`config.mk`:
```
export PLATFORM = sky130hd
export DESIGN_NAME = bank_arbiter_flat
export DESIGN_NICKNAME = d
export VERILOG_FILES = /design/src/rtl/bank_arbiter_if.sv /design/src/rtl/bank_arbiter.sv /design/src/flat_wrapper.sv
export SDC_FILE = /design/constraint.sdc
export NUM_CORES = 1
export LEC_CHECK = 0
export ABC_AREA = 1
export CORE_AREA = 2 2 464 466
export DETAILED_ROUTE_END_ITERATION = 6
export DIE_AREA = 0 0 466 468
export GPL_TIMING_DRIVEN = 0
export HOLD_SLACK_MARGIN = 0.12
export SETUP_SLACK_MARGIN = 0.2
export SLEW_MARGIN = 40
export SYNTH_ARGS = -nofsm -noshare
export SYNTH_HDL_FRONTEND = slang
export SYNTH_SLANG_ARGS = --single-unit
export TNS_END_PERCENT = 30
```
`constraint.sdc`:
```
create_clock -name vsi_clk -period 1.97 [get_ports vsi_clk]
set_clock_uncertainty 0.15 [all_clocks]
set_input_delay 0.394 -clock vsi_clk [delete_from_list [all_inputs] [get_ports vsi_clk]]
set_output_delay 0.394 -clock vsi_clk [all_outputs]
set_load 0.02 [all_outputs]
```
`src/rtl/bank_arbiter_if.sv`:
```
// Client request/response and SRAM bank pin bundle for bank_arbiter.
// slave = arbiter side, master = clients plus bank model side.
interface bank_arbiter_if #(
    parameter int ADDR_W = 7,
    parameter int DATA_W = 128
);
    logic              c0_req_valid;
    logic              c0_req_write;
    logic [ADDR_W-1:0] c0_req_addr;
    logic [DATA_W-1:0] c0_req_data;
    logic [DATA_W-1:0] c0_req_bw;
    logic              c0_req_ready;
    logic              c0_rsp_valid;
    logic [DATA_W-1:0] c0_rsp_data;

    logic              c1_req_valid;
    logic              c1_req_write;
    logic [ADDR_W-1:0] c1_req_addr;
    logic [DATA_W-1:0] c1_req_data;
    logic [DATA_W-1:0] c1_req_bw;
    logic              c1_req_ready;
    logic              c1_rsp_valid;
    logic [DATA_W-1:0] c1_rsp_data;

    logic              init_done;

    logic [DATA_W-1:0] vsi_inputData;
    logic [ADDR_W-1:0] vsi_inputAddr;
    logic              vsi_inputChipSelect;
    logic [DATA_W-1:0] vsi_bw;
    logic              vsi_outputChipSelect;
    logic [ADDR_W-1:0] vsi_outputAddr;
    logic [DATA_W-1:0] vsi_outputData;

    modport slave (
        input  c0_req_valid, c0_req_write, c0_req_addr, c0_req_data, c0_req_bw,
        input  c1_req_valid, c1_req_write, c1_req_addr, c1_req_data, c1_req_bw,
        input  vsi_outputData,
        output c0_req_ready, c0_rsp_valid, c0_rsp_data,
        output c1_req_ready, c1_rsp_valid, c1_rsp_data,
        output init_done,
        output vsi_inputData, vsi_inputAddr, vsi_inputChipSelect, vsi_bw,
        output vsi_outputChipSelect, vsi_outputAddr
    );

    modport master (
        output c0_req_valid, c0_req_write, c0_req_addr, c0_req_data, c0_req_bw,
        output c1_req_valid, c1_req_write, c1_req_addr, c1_req_data, c1_req_bw,
        output vsi_outputData,
        input  c0_req_ready, c0_rsp_valid, c0_rsp_data,
        input  c1_req_ready, c1_rsp_valid, c1_rsp_data,
        input  init_done,
        input  vsi_inputData, vsi_inputAddr, vsi_inputChipSelect, vsi_bw,
        input  vsi_outputChipSelect, vsi_outputAddr
    );
endinterface

```
`src/rtl/bank_arbiter.sv`:
```
// Two-client round-robin arbiter for a 1R1W SRAM bank with optional zero-fill after reset.
// Define BANK_ARB_FWD_EN to forward full-mask write data to a colliding read instead of stalling it.
module bank_arbiter #(
    parameter int ADDR_W        = 7,
    parameter int DATA_W        = 128,
    parameter int DEPTH         = 128,
    parameter int INIT_ON_RESET = 1
) (
    input  logic          vsi_clk,
    input  logic          vsi_reset_n,
    bank_arbiter_if.slave bus
);
    typedef enum logic {ST_INIT, ST_RUN} state_t;

    state_t            r_state, w_state_nxt;
    logic [ADDR_W-1:0] r_init_cnt;
    logic              r_rr_w, r_rr_r;
    logic              r_rsp_vld, r_rsp_id;

    logic [1:0]             w_valid, w_write, w_wcand, w_rcand;
    logic [1:0][ADDR_W-1:0] w_addr;
    logic [1:0][DATA_W-1:0] w_data, w_bw;
    logic                   w_run, w_wgnt, w_rgnt, w_wid, w_rid;
    logic                   w_coll, w_fwd, w_racc, w_rissue;
    logic [DATA_W-1:0]      w_rdata;

    assign w_valid = {bus.c1_req_valid, bus.c0_req_valid};
    assign w_write = {bus.c1_req_write, bus.c0_req_write};
    assign w_addr  = {bus.c1_req_addr,  bus.c0_req_addr};
    assign w_data  = {bus.c1_req_data,  bus.c0_req_data};
    assign w_bw    = {bus.c1_req_bw,    bus.c0_req_bw};

    // Gating with the raw reset keeps every output low while reset is held.
    assign w_run   = (r_state == ST_RUN) & vsi_reset_n;
    assign w_wcand = w_valid & w_write;
    assign w_rcand = w_valid & ~w_write;

    assign w_wgnt  = w_run & (|w_wcand);
    assign w_rgnt  = w_run & (|w_rcand);
    assign w_wid   = (w_wcand == 2'b11) ? r_rr_w : w_wcand[1];
    assign w_rid   = (w_rcand == 2'b11) ? r_rr_r : w_rcand[1];

    assign w_coll   = w_wgnt & w_rgnt & (w_addr[w_rid] == w_addr[w_wid]);
    assign w_racc   = w_rgnt & (~w_coll | w_fwd);
    assign w_rissue = w_rgnt & ~w_coll;

`ifdef BANK_ARB_FWD_EN
    logic              r_fwd;
    logic [DATA_W-1:0] r_fwd_data;

    assign w_fwd   = w_coll & (&w_bw[w_wid]);
    assign w_rdata = r_fwd ? r_fwd_data : bus.vsi_outputData;

    always_ff @(posedge vsi_clk or negedge vsi_reset_n) begin
        if (!vsi_reset_n) begin
            r_fwd      <= 1'b0;
            r_fwd_data <= '0;
        end else begin
            r_fwd <= w_fwd;
            if (w_fwd) r_fwd_data <= w_data[w_wid];
        end
    end
`else
    assign w_fwd   = 1'b0;
    assign w_rdata = bus.vsi_outputData;
`endif

    always_ff @(posedge vsi_clk or negedge vsi_reset_n) begin
        if (!vsi_reset_n) r_state <= (INIT_ON_RESET != 0) ? ST_INIT : ST_RUN;
        else              r_state <= w_state_nxt;
    end

    always_comb begin
        w_state_nxt              = r_state;
        bus.vsi_inputChipSelect  = 1'b0;
        bus.vsi_inputAddr        = '0;
        bus.vsi_inputData        = '0;
        bus.vsi_bw               = '0;
        bus.vsi_outputChipSelect = 1'b0;
        bus.vsi_outputAddr       = '0;
        case (r_state)
            ST_INIT: begin
                if (vsi_reset_n) begin
                    bus.vsi_inputChipSelect = 1'b1;
                    bus.vsi_inputAddr       = r_init_cnt;
                    bus.vsi_bw              = '1;
                    if (r_init_cnt == ADDR_W'(DEPTH - 1)) w_state_nxt = ST_RUN;
                end
            end
            ST_RUN: begin
                if (w_wgnt) begin
                    bus.vsi_inputChipSelect = 1'b1;
                    bus.vsi_inputAddr       = w_addr[w_wid];
                    bus.vsi_inputData       = w_data[w_wid];
                    bus.vsi_bw              = w_bw[w_wid];
                end
                if (w_rissue) begin
                    bus.vsi_outputChipSelect = 1'b1;
                    bus.vsi_outputAddr       = w_addr[w_rid];
                end
            end
            default: w_state_nxt = ST_INIT;
        endcase
    end

    always_ff @(posedge vsi_clk or negedge vsi_reset_n) begin
        if (!vsi_reset_n) begin
            r_init_cnt <= '0;
            r_rr_w     <= 1'b0;
            r_rr_r     <= 1'b0;
            r_rsp_vld  <= 1'b0;
            r_rsp_id   <= 1'b0;
        end else begin
            if (r_state == ST_INIT) r_init_cnt <= r_init_cnt + 1'b1;
            if (w_wgnt) r_rr_w <= ~w_wid;
            if (w_racc) r_rr_r <= ~w_rid;
            r_rsp_vld <= w_racc;
            r_rsp_id  <= w_rid;
        end
    end

    assign bus.c0_req_ready = (w_wgnt & ~w_wid) | (w_racc & ~w_rid);
    assign bus.c1_req_ready = (w_wgnt &  w_wid) | (w_racc &  w_rid);

    assign bus.c0_rsp_valid = r_rsp_vld & ~r_rsp_id;
    assign bus.c1_rsp_valid = r_rsp_vld &  r_rsp_id;
    assign bus.c0_rsp_data  = bus.c0_rsp_valid ? w_rdata : '0;
    assign bus.c1_rsp_data  = bus.c1_rsp_valid ? w_rdata : '0;

    assign bus.init_done = w_run;
endmodule

```
`src/flat_wrapper.sv`:
```
// flat-port wrapper written by rule: the top's interface ports become plain ports
module bank_arbiter_flat 
#(
    parameter int ADDR_W        = 7,
    parameter int DATA_W        = 128,
    parameter int DEPTH         = 128,
    parameter int INIT_ON_RESET = 1
)
  (vsi_clk, vsi_reset_n, bus_c0_req_valid, bus_c0_req_write, bus_c0_req_addr, bus_c0_req_data, bus_c0_req_bw, bus_c1_req_valid, bus_c1_req_write, bus_c1_req_addr, bus_c1_req_data, bus_c1_req_bw, bus_vsi_outputData, bus_c0_req_ready, bus_c0_rsp_valid, bus_c0_rsp_data, bus_c1_req_ready, bus_c1_rsp_valid, bus_c1_rsp_data, bus_init_done, bus_vsi_inputData, bus_vsi_inputAddr, bus_vsi_inputChipSelect, bus_vsi_bw, bus_vsi_outputChipSelect, bus_vsi_outputAddr);
  bank_arbiter_if #(.ADDR_W(ADDR_W), .DATA_W(DATA_W)) bus_i ();
  input  logic vsi_clk;
  input  logic vsi_reset_n;
  input wire logic [$bits(bus_i.c0_req_valid)-1:0] bus_c0_req_valid;
  input wire logic [$bits(bus_i.c0_req_write)-1:0] bus_c0_req_write;
  input wire logic [$bits(bus_i.c0_req_addr)-1:0] bus_c0_req_addr;
  input wire logic [$bits(bus_i.c0_req_data)-1:0] bus_c0_req_data;
  input wire logic [$bits(bus_i.c0_req_bw)-1:0] bus_c0_req_bw;
  input wire logic [$bits(bus_i.c1_req_valid)-1:0] bus_c1_req_valid;
  input wire logic [$bits(bus_i.c1_req_write)-1:0] bus_c1_req_write;
  input wire logic [$bits(bus_i.c1_req_addr)-1:0] bus_c1_req_addr;
  input wire logic [$bits(bus_i.c1_req_data)-1:0] bus_c1_req_data;
  input wire logic [$bits(bus_i.c1_req_bw)-1:0] bus_c1_req_bw;
  input wire logic [$bits(bus_i.vsi_outputData)-1:0] bus_vsi_outputData;
  output wire logic [$bits(bus_i.c0_req_ready)-1:0] bus_c0_req_ready;
  output wire logic [$bits(bus_i.c0_rsp_valid)-1:0] bus_c0_rsp_valid;
  output wire logic [$bits(bus_i.c0_rsp_data)-1:0] bus_c0_rsp_data;
  output wire logic [$bits(bus_i.c1_req_ready)-1:0] bus_c1_req_ready;
  output wire logic [$bits(bus_i.c1_rsp_valid)-1:0] bus_c1_rsp_valid;
  output wire logic [$bits(bus_i.c1_rsp_data)-1:0] bus_c1_rsp_data;
  output wire logic [$bits(bus_i.init_done)-1:0] bus_init_done;
  output wire logic [$bits(bus_i.vsi_inputData)-1:0] bus_vsi_inputData;
  output wire logic [$bits(bus_i.vsi_inputAddr)-1:0] bus_vsi_inputAddr;
  output wire logic [$bits(bus_i.vsi_inputChipSelect)-1:0] bus_vsi_inputChipSelect;
  output wire logic [$bits(bus_i.vsi_bw)-1:0] bus_vsi_bw;
  output wire logic [$bits(bus_i.vsi_outputChipSelect)-1:0] bus_vsi_outputChipSelect;
  output wire logic [$bits(bus_i.vsi_outputAddr)-1:0] bus_vsi_outputAddr;
  assign bus_i.c0_req_valid = bus_c0_req_valid;
  assign bus_i.c0_req_write = bus_c0_req_write;
  assign bus_i.c0_req_addr = bus_c0_req_addr;
  assign bus_i.c0_req_data = bus_c0_req_data;
  assign bus_i.c0_req_bw = bus_c0_req_bw;
  assign bus_i.c1_req_valid = bus_c1_req_valid;
  assign bus_i.c1_req_write = bus_c1_req_write;
  assign bus_i.c1_req_addr = bus_c1_req_addr;
  assign bus_i.c1_req_data = bus_c1_req_data;
  assign bus_i.c1_req_bw = bus_c1_req_bw;
  assign bus_i.vsi_outputData = bus_vsi_outputData;
  assign bus_c0_req_ready = bus_i.c0_req_ready;
  assign bus_c0_rsp_valid = bus_i.c0_rsp_valid;
  assign bus_c0_rsp_data = bus_i.c0_rsp_data;
  assign bus_c1_req_ready = bus_i.c1_req_ready;
  assign bus_c1_rsp_valid = bus_i.c1_rsp_valid;
  assign bus_c1_rsp_data = bus_i.c1_rsp_data;
  assign bus_init_done = bus_i.init_done;
  assign bus_vsi_inputData = bus_i.vsi_inputData;
  assign bus_vsi_inputAddr = bus_i.vsi_inputAddr;
  assign bus_vsi_inputChipSelect = bus_i.vsi_inputChipSelect;
  assign bus_vsi_bw = bus_i.vsi_bw;
  assign bus_vsi_outputChipSelect = bus_i.vsi_outputChipSelect;
  assign bus_vsi_outputAddr = bus_i.vsi_outputAddr;
  bank_arbiter #(.ADDR_W(ADDR_W), .DATA_W(DATA_W), .DEPTH(DEPTH), .INIT_ON_RESET(INIT_ON_RESET)) u_core (.vsi_clk(vsi_clk), .vsi_reset_n(vsi_reset_n), .bus(bus_i));
endmodule
```
After elaboration in Yosys (flattened, before gate mapping)
Index checks and enable logic that the tools add are counted.
{"block": "word_totals", "inputBits": 660, "reg_bits": 12, "latch_bits": 0, "mem_bits_rw": 0, "rom_bits": 0, "word_cells": 67, "n_memories": 0}
{"block": "op_classes", "n_mul": 0, "order_cmp": 2, "reduce_logical": 2, "n_addsub": 1, "n_eq_ne": 4, "shift": 0, "mux": 30, "bitwise_logic": 22, "div_mod_pow": 0}
{"cell": "$mux W128", "n": 10}
{"cell": "$pmux W128 S2", "n": 1}
{"cell": "$mux W7", "n": 8}
{"cell": "$pmux W7 S2", "n": 1}
{"cell": "$and A1 B1 Y1", "n": 12}
{"cell": "$mux W1", "n": 9}
{"cell": "$add A7 B1 Y7 const B", "n": 1}
{"cell": "$eq A7 B7 Y1", "n": 1}
{"cell": "$eq A7 B7 Y1 const B", "n": 1}
{"cell": "$not A1 Y1", "n": 5}
{"cell": "$and A2 B2 Y2", "n": 2}
{"cell": "$eq A2 B2 Y1 const B", "n": 2}
{"cell": "$lt A1 B2 Y1 const B", "n": 2}
{"cell": "$reduce_or A2 Y1", "n": 2}
{"cell": "$not A2 Y2", "n": 1}
{"cell": "$or A1 B1 Y1", "n": 2}
{"cell": "$pmux W1 S2", "n": 1}

Longest topological paths before layout
Gate-level depths: netlist (run 1).
{"block": "logic_depth", "ltp_word": 12, "mapped_depth": 15, "ltp_nobuf": 14}

Worst setup path before layout (run 1)
Ideal clock, no wire load.
{"block": "synth_path", "path_kind": "input-to-output", "start": "in bus_c1_req_valid", "end": "out bus_vsi_inputData[100]", "path_stages": 8, "n_path_buf": 3, "required_time_ns": 1.426, "arrival_time_ns": 1.653, "setup_slack_ns": -0.227, "cell_sequence": "nand2_1 -> inv_2 -> nand2_4 -> buf_6 -> buf_2 -> clkbuf_1 -> nand2_1 -> a21oi_1"}
{"block": "synth_via", "elab_chain_cells": 7, "elab_cells_between_ends": 9, "cone_classes": "1 x eq/ne; 5 x mux; 2 x bitwise; 1 x reduce/logical"}
{"element": "start, declared", "line_no": "flat_wrapper.sv:18", "source": "input wire logic [$bits(bus_i.c1_req_valid)-1:0] bus_c1_req_valid;"}
{"element": "$and A2 B2 Y2 *", "line_no": "bank_arbiter.sv:35", "source": "assign w_wcand = w_valid & w_write;"}
{"element": "$eq A2 B2 Y1", "line_no": "bank_arbiter.sv:40", "source": "assign w_wid = (w_wcand == 2'b11) ? r_rr_w : w_wcand[1];"}
{"element": "$mux W1", "line_no": "bank_arbiter.sv:40"}
{"element": "$mux W128 (not written as such) (2 in a row)", "line_no": "bank_arbiter.sv:94", "source": "bus.vsi_inputData = w_data[w_wid];"}
{"element": "$mux W128 *", "line_no": "bank_arbiter.sv:91", "source": "if (w_wgnt) begin"}
{"element": "$mux W128 *", "line_no": "bank_arbiter.sv:81", "source": "case (r_state)"}
{"element": "end, declared", "line_no": "flat_wrapper.sv:31", "source": "output wire logic [$bits(bus_i.vsi_inputData)-1:0] bus_vsi_inputData;"}
Mark *: on every way between the ends. The rest lies on a longest branch, timed or not. The select of a mux whose other input is x is not followed.

Worst setup path after layout (run 1)
{"block": "layout_path", "start": "in bus_c1_req_write", "end": "out bus_vsi_inputData[74]"}
{"block": "layout_via", "elab_chain_cells": 7, "elab_cells_between_ends": 9, "cone_classes": "1 x eq/ne; 5 x mux; 2 x bitwise; 1 x reduce/logical"}
{"element": "start, declared", "line_no": "flat_wrapper.sv:19", "source": "input wire logic [$bits(bus_i.c1_req_write)-1:0] bus_c1_req_write;"}
{"element": "$and A2 B2 Y2 *", "line_no": "bank_arbiter.sv:35"}
{"element": "$eq A2 B2 Y1", "line_no": "bank_arbiter.sv:40"}
{"element": "$mux W1", "line_no": "bank_arbiter.sv:40"}
{"element": "$mux W128 (not written as such) (2 in a row)", "line_no": "bank_arbiter.sv:94"}
{"element": "$mux W128 *", "line_no": "bank_arbiter.sv:91"}
{"element": "$mux W128 *", "line_no": "bank_arbiter.sv:81"}
Marks and branches as above.

==> results.ini, run 1 <==
[outcome]
status = complete, but fails checks
failed_checks = DRC, setup timing

[timing]
hold_viol = 0
worstMarginPinSlew_ns = 0.771
post-route-period-util_pct = 141
final.min_clock_period_ns = 2.78
fin_setup_tns_ns = -304.75
fmax_mhz = 360
finalSetupViolCount = 525
rsz0062_at_grt = true
drv_slew = 0
relSlewSlack_pct = 48.4
layout_setup_ws_ns = -0.809
hold_slack_ns = 0.327

[cells_and_area]
area_growth_pct = 327
drive_above_1_share_pct = 36.8
final_net_count = 3448
fill_cells = 24400

[synth]
synth_most_common_cell = nand3_1
synthTopCellsByCount = nand3_1 (399), nand2_1 (333), nor2_1 (267), inv_1 (158), a21oi_1 (129)
synth_edf_count = 0
yosysUniqueCellTypes = 31
synth_top_area_share_pct = 29.4
synth.top_cells.by_area = nand3_1 (29%), nand2_1 (18%), nor2_1 (15%)
synthXorXnorAreaFrac_pct = 0.775
muxShareOfSynthArea_pct = 0
synth_top_area_cell = nand3_1
synth-compound-area-share_pct = 11.4
synth_fp_nets = 2154
syn_area_um2 = 6780
synthArstFlopShare_pct = 100
seq_area_frac_synth_pct = 4.43
postSynthCellCount = 1493
yosysWarningCount = 0
ys.flop_type = dfrtp_1
synth_simple_gate_area_share_pct = 64.6
synth_fa_ha_area_share_pct = 0.184
avgSynthCellArea_um2 = 4.54
ys_ff_latch = 12
synth_top_family_by_area = simple AND/OR/NAND/NOR gates

[clocking]
clk_pin_slew_ns = 0.06
tritoncts = done
worstSkewPairLatency_ns = 0.26
cts_buffer_depth = 2
htree_levels = 1
cts-buffers-inserted = 3
root_buffer = clkbuf_16
clock-sinks = 12

[floorplanning]
die_w_um = 466
die_h_um = 468
start_util_pct = 3.18
core_um2 = 213000
pin_count = 1193
dieArea_um2 = 218000
rows = 170

[setup_path]
arrival_ns = 2.24
end_kind = primary output
max_stage_delay_ns = 0.28
cp_max_fo = 10
critPathKind = input port to primary output
crit_slowest_cell = clkdlybuf4s15_2
r2r_cells = 16
critPathRequiredTime_ns = 1.43
path_cells = clkdlybuf4s15_2 -> nand2_8 -> inv_4 -> nand2_8 -> inv_6 -> buf_12 -> clkbuf_8 -> nand2_1 -> a21oi_4 -> clkdlybuf4s15_2
cp-start-kind = input port

[routing]
ant_nets = 0
via_per_inst = 3.17
first_pass_iters = 5
wl_per_cell_um = 35.8
wl_mm = 204
post-route-drc-count = 46
vias = 18100
drtIter0Drc = 1379

[power]
leakagePower_nw = 12.1
power_density_nw_per_um2 = 258
vdd_ir_drop_max_v = 0.000242

[grt]
grt_max_degree = 13
overflow = 0
gr-usage-all-layers_pct = 17.3
grt_pass1_wl_mm = 231
antenna_found_initial = 169
first_global_vias = 16800

[placed_design]
port_buffers = 1192
place.gp.congestion = 1.10
hpwlAfterDp_mm = 182

[worst_hold_path]
holdPathStages = 1
hold_class = flip-flop to flip-flop

[job]
maxCapViolations = 0

[logic make-up after synthesis]
group	after synthesis
and+or+nand+nor	1014
adders and majority gates	1
AOI/OAI and AO/OA	150
buffers and inverters	310
DFF	12
xor gates and xnor gates	6
[stage by stage]
stage / worst slack [ns] / area, um2 / instances / util [%] / power, mW
2_1_floorplan: -0.162 / 9170 / 1493 / - / 2.37
3_3_place_gp: -3.39 / 24700 / 5523 / 11.6 / 6.00
3_5_place_dp: -2.72 / 24600 / 5523 / 11.5 / 6.02
4_1_cts: -0.845 / 26000 / 5559 / 12.2 / 6.83
5_1_grt: -0.912 / 28900 / 5661 / 13.5 / 7.79
6_report: -0.809 / 29000 / 5694 / 13.6 / 7.48
[critical path, delay by kind of cell]
| family | cells | cell delay [ns] |
|---|---|---|
| buffers and inverters | 6 | 1.24 |
| AO/OA/AOI/OAI | 1 | 0.18 |
| AND/OR/NAND/NOR | 3 | 0.37 |
[state kept, by name, indices dropped and copies added (netlist names)]
signal / flops
u_core.r_rsp_vld: 1
u_core.r_rr_w: 1
u_core.r_init_cnt: 7
u_core.r_rr_r: 1
u_core.r_state: 1
u_core.r_rsp_id: 1
[cells in the final DEF, fill, tap and decap left out, types with 86 or more instances in the layout]
cell type	Yosys	routed
nor2_1	267	230
nand2_1	333	225
dlygate4sd2_1	0	95
buf_6	2	185
nand3_2	0	115
nand3_1	399	245
a21oi_4	0	111
buf_4	1	90
clkdlybuf4s50_1	0	765
nand2_4	3	86
inv_1	158	153
[layout make-up]
cell class	count	area, um2	share of cell area [%]
repair buffers	1289	13400	46.4
multi-input cells	1171	8710	30.1
well taps	2838	3550	12.3
plain buffers	145	2070	7.15
inverters	165	643	2.22
flip-flops and latches	12	302	1.04
diodes	70	175	0.604
clock buffers	4	88.8	0.306
[layer usage]
metal / GRT usage (%) / vias to the layer above / part of all wire (%)
met3: 12.6 / 494 / 16
li1: - / 7451 / -
met1: 16.5 / 8447 / 33
met5: 1.49 / - / 0.43
met4: 8.99 / 78 / 6.7
met2: 27.3 / 1605 / 44
[report_power, final]
group	internal, mW	switching (mW)	total (mW)
Combinational	3.06	3.71	6.77
Clock	0.309	0.141	0.450
Sequential	0.257	0.00726	0.264
[path summary, 6_finish.rpt]
path	from	to	slack, ns
max	bus_c1_req_write	bus_vsi_inputData[74]	-0.81
max in group asynchronous	vsi_reset_n	u_core.r_rsp_id	0.45
min reg2reg	u_core.r_init_cnt[6]	u_core.r_init_cnt[6]	0.33
min	u_core.r_init_cnt[6]	u_core.r_init_cnt[6]	0.33
max reg2reg	u_core.r_rr_w	u_core.r_rr_r	-0.32
min in group asynchronous	vsi_reset_n	u_core.r_rsp_vld	0.69
[timing repair]
action                                   CTS  global route
hold buffers                               1             0
gates resized for setup                 1767           957
endpoints found under the setup margin   537           536
cloned                                    10            21
hold endpoints to repair                  12             0
pin swaps                                 21            78
setup buffers                             21            44
(Power assumes the default switching activity.)
==> run 2: changes to the inputs <==
- GPL_ROUTABILITY_DRIVEN: not set -> 1
==> results of run 2 <==
The final DEF is identical to that of run 1; final timing and power are the same.
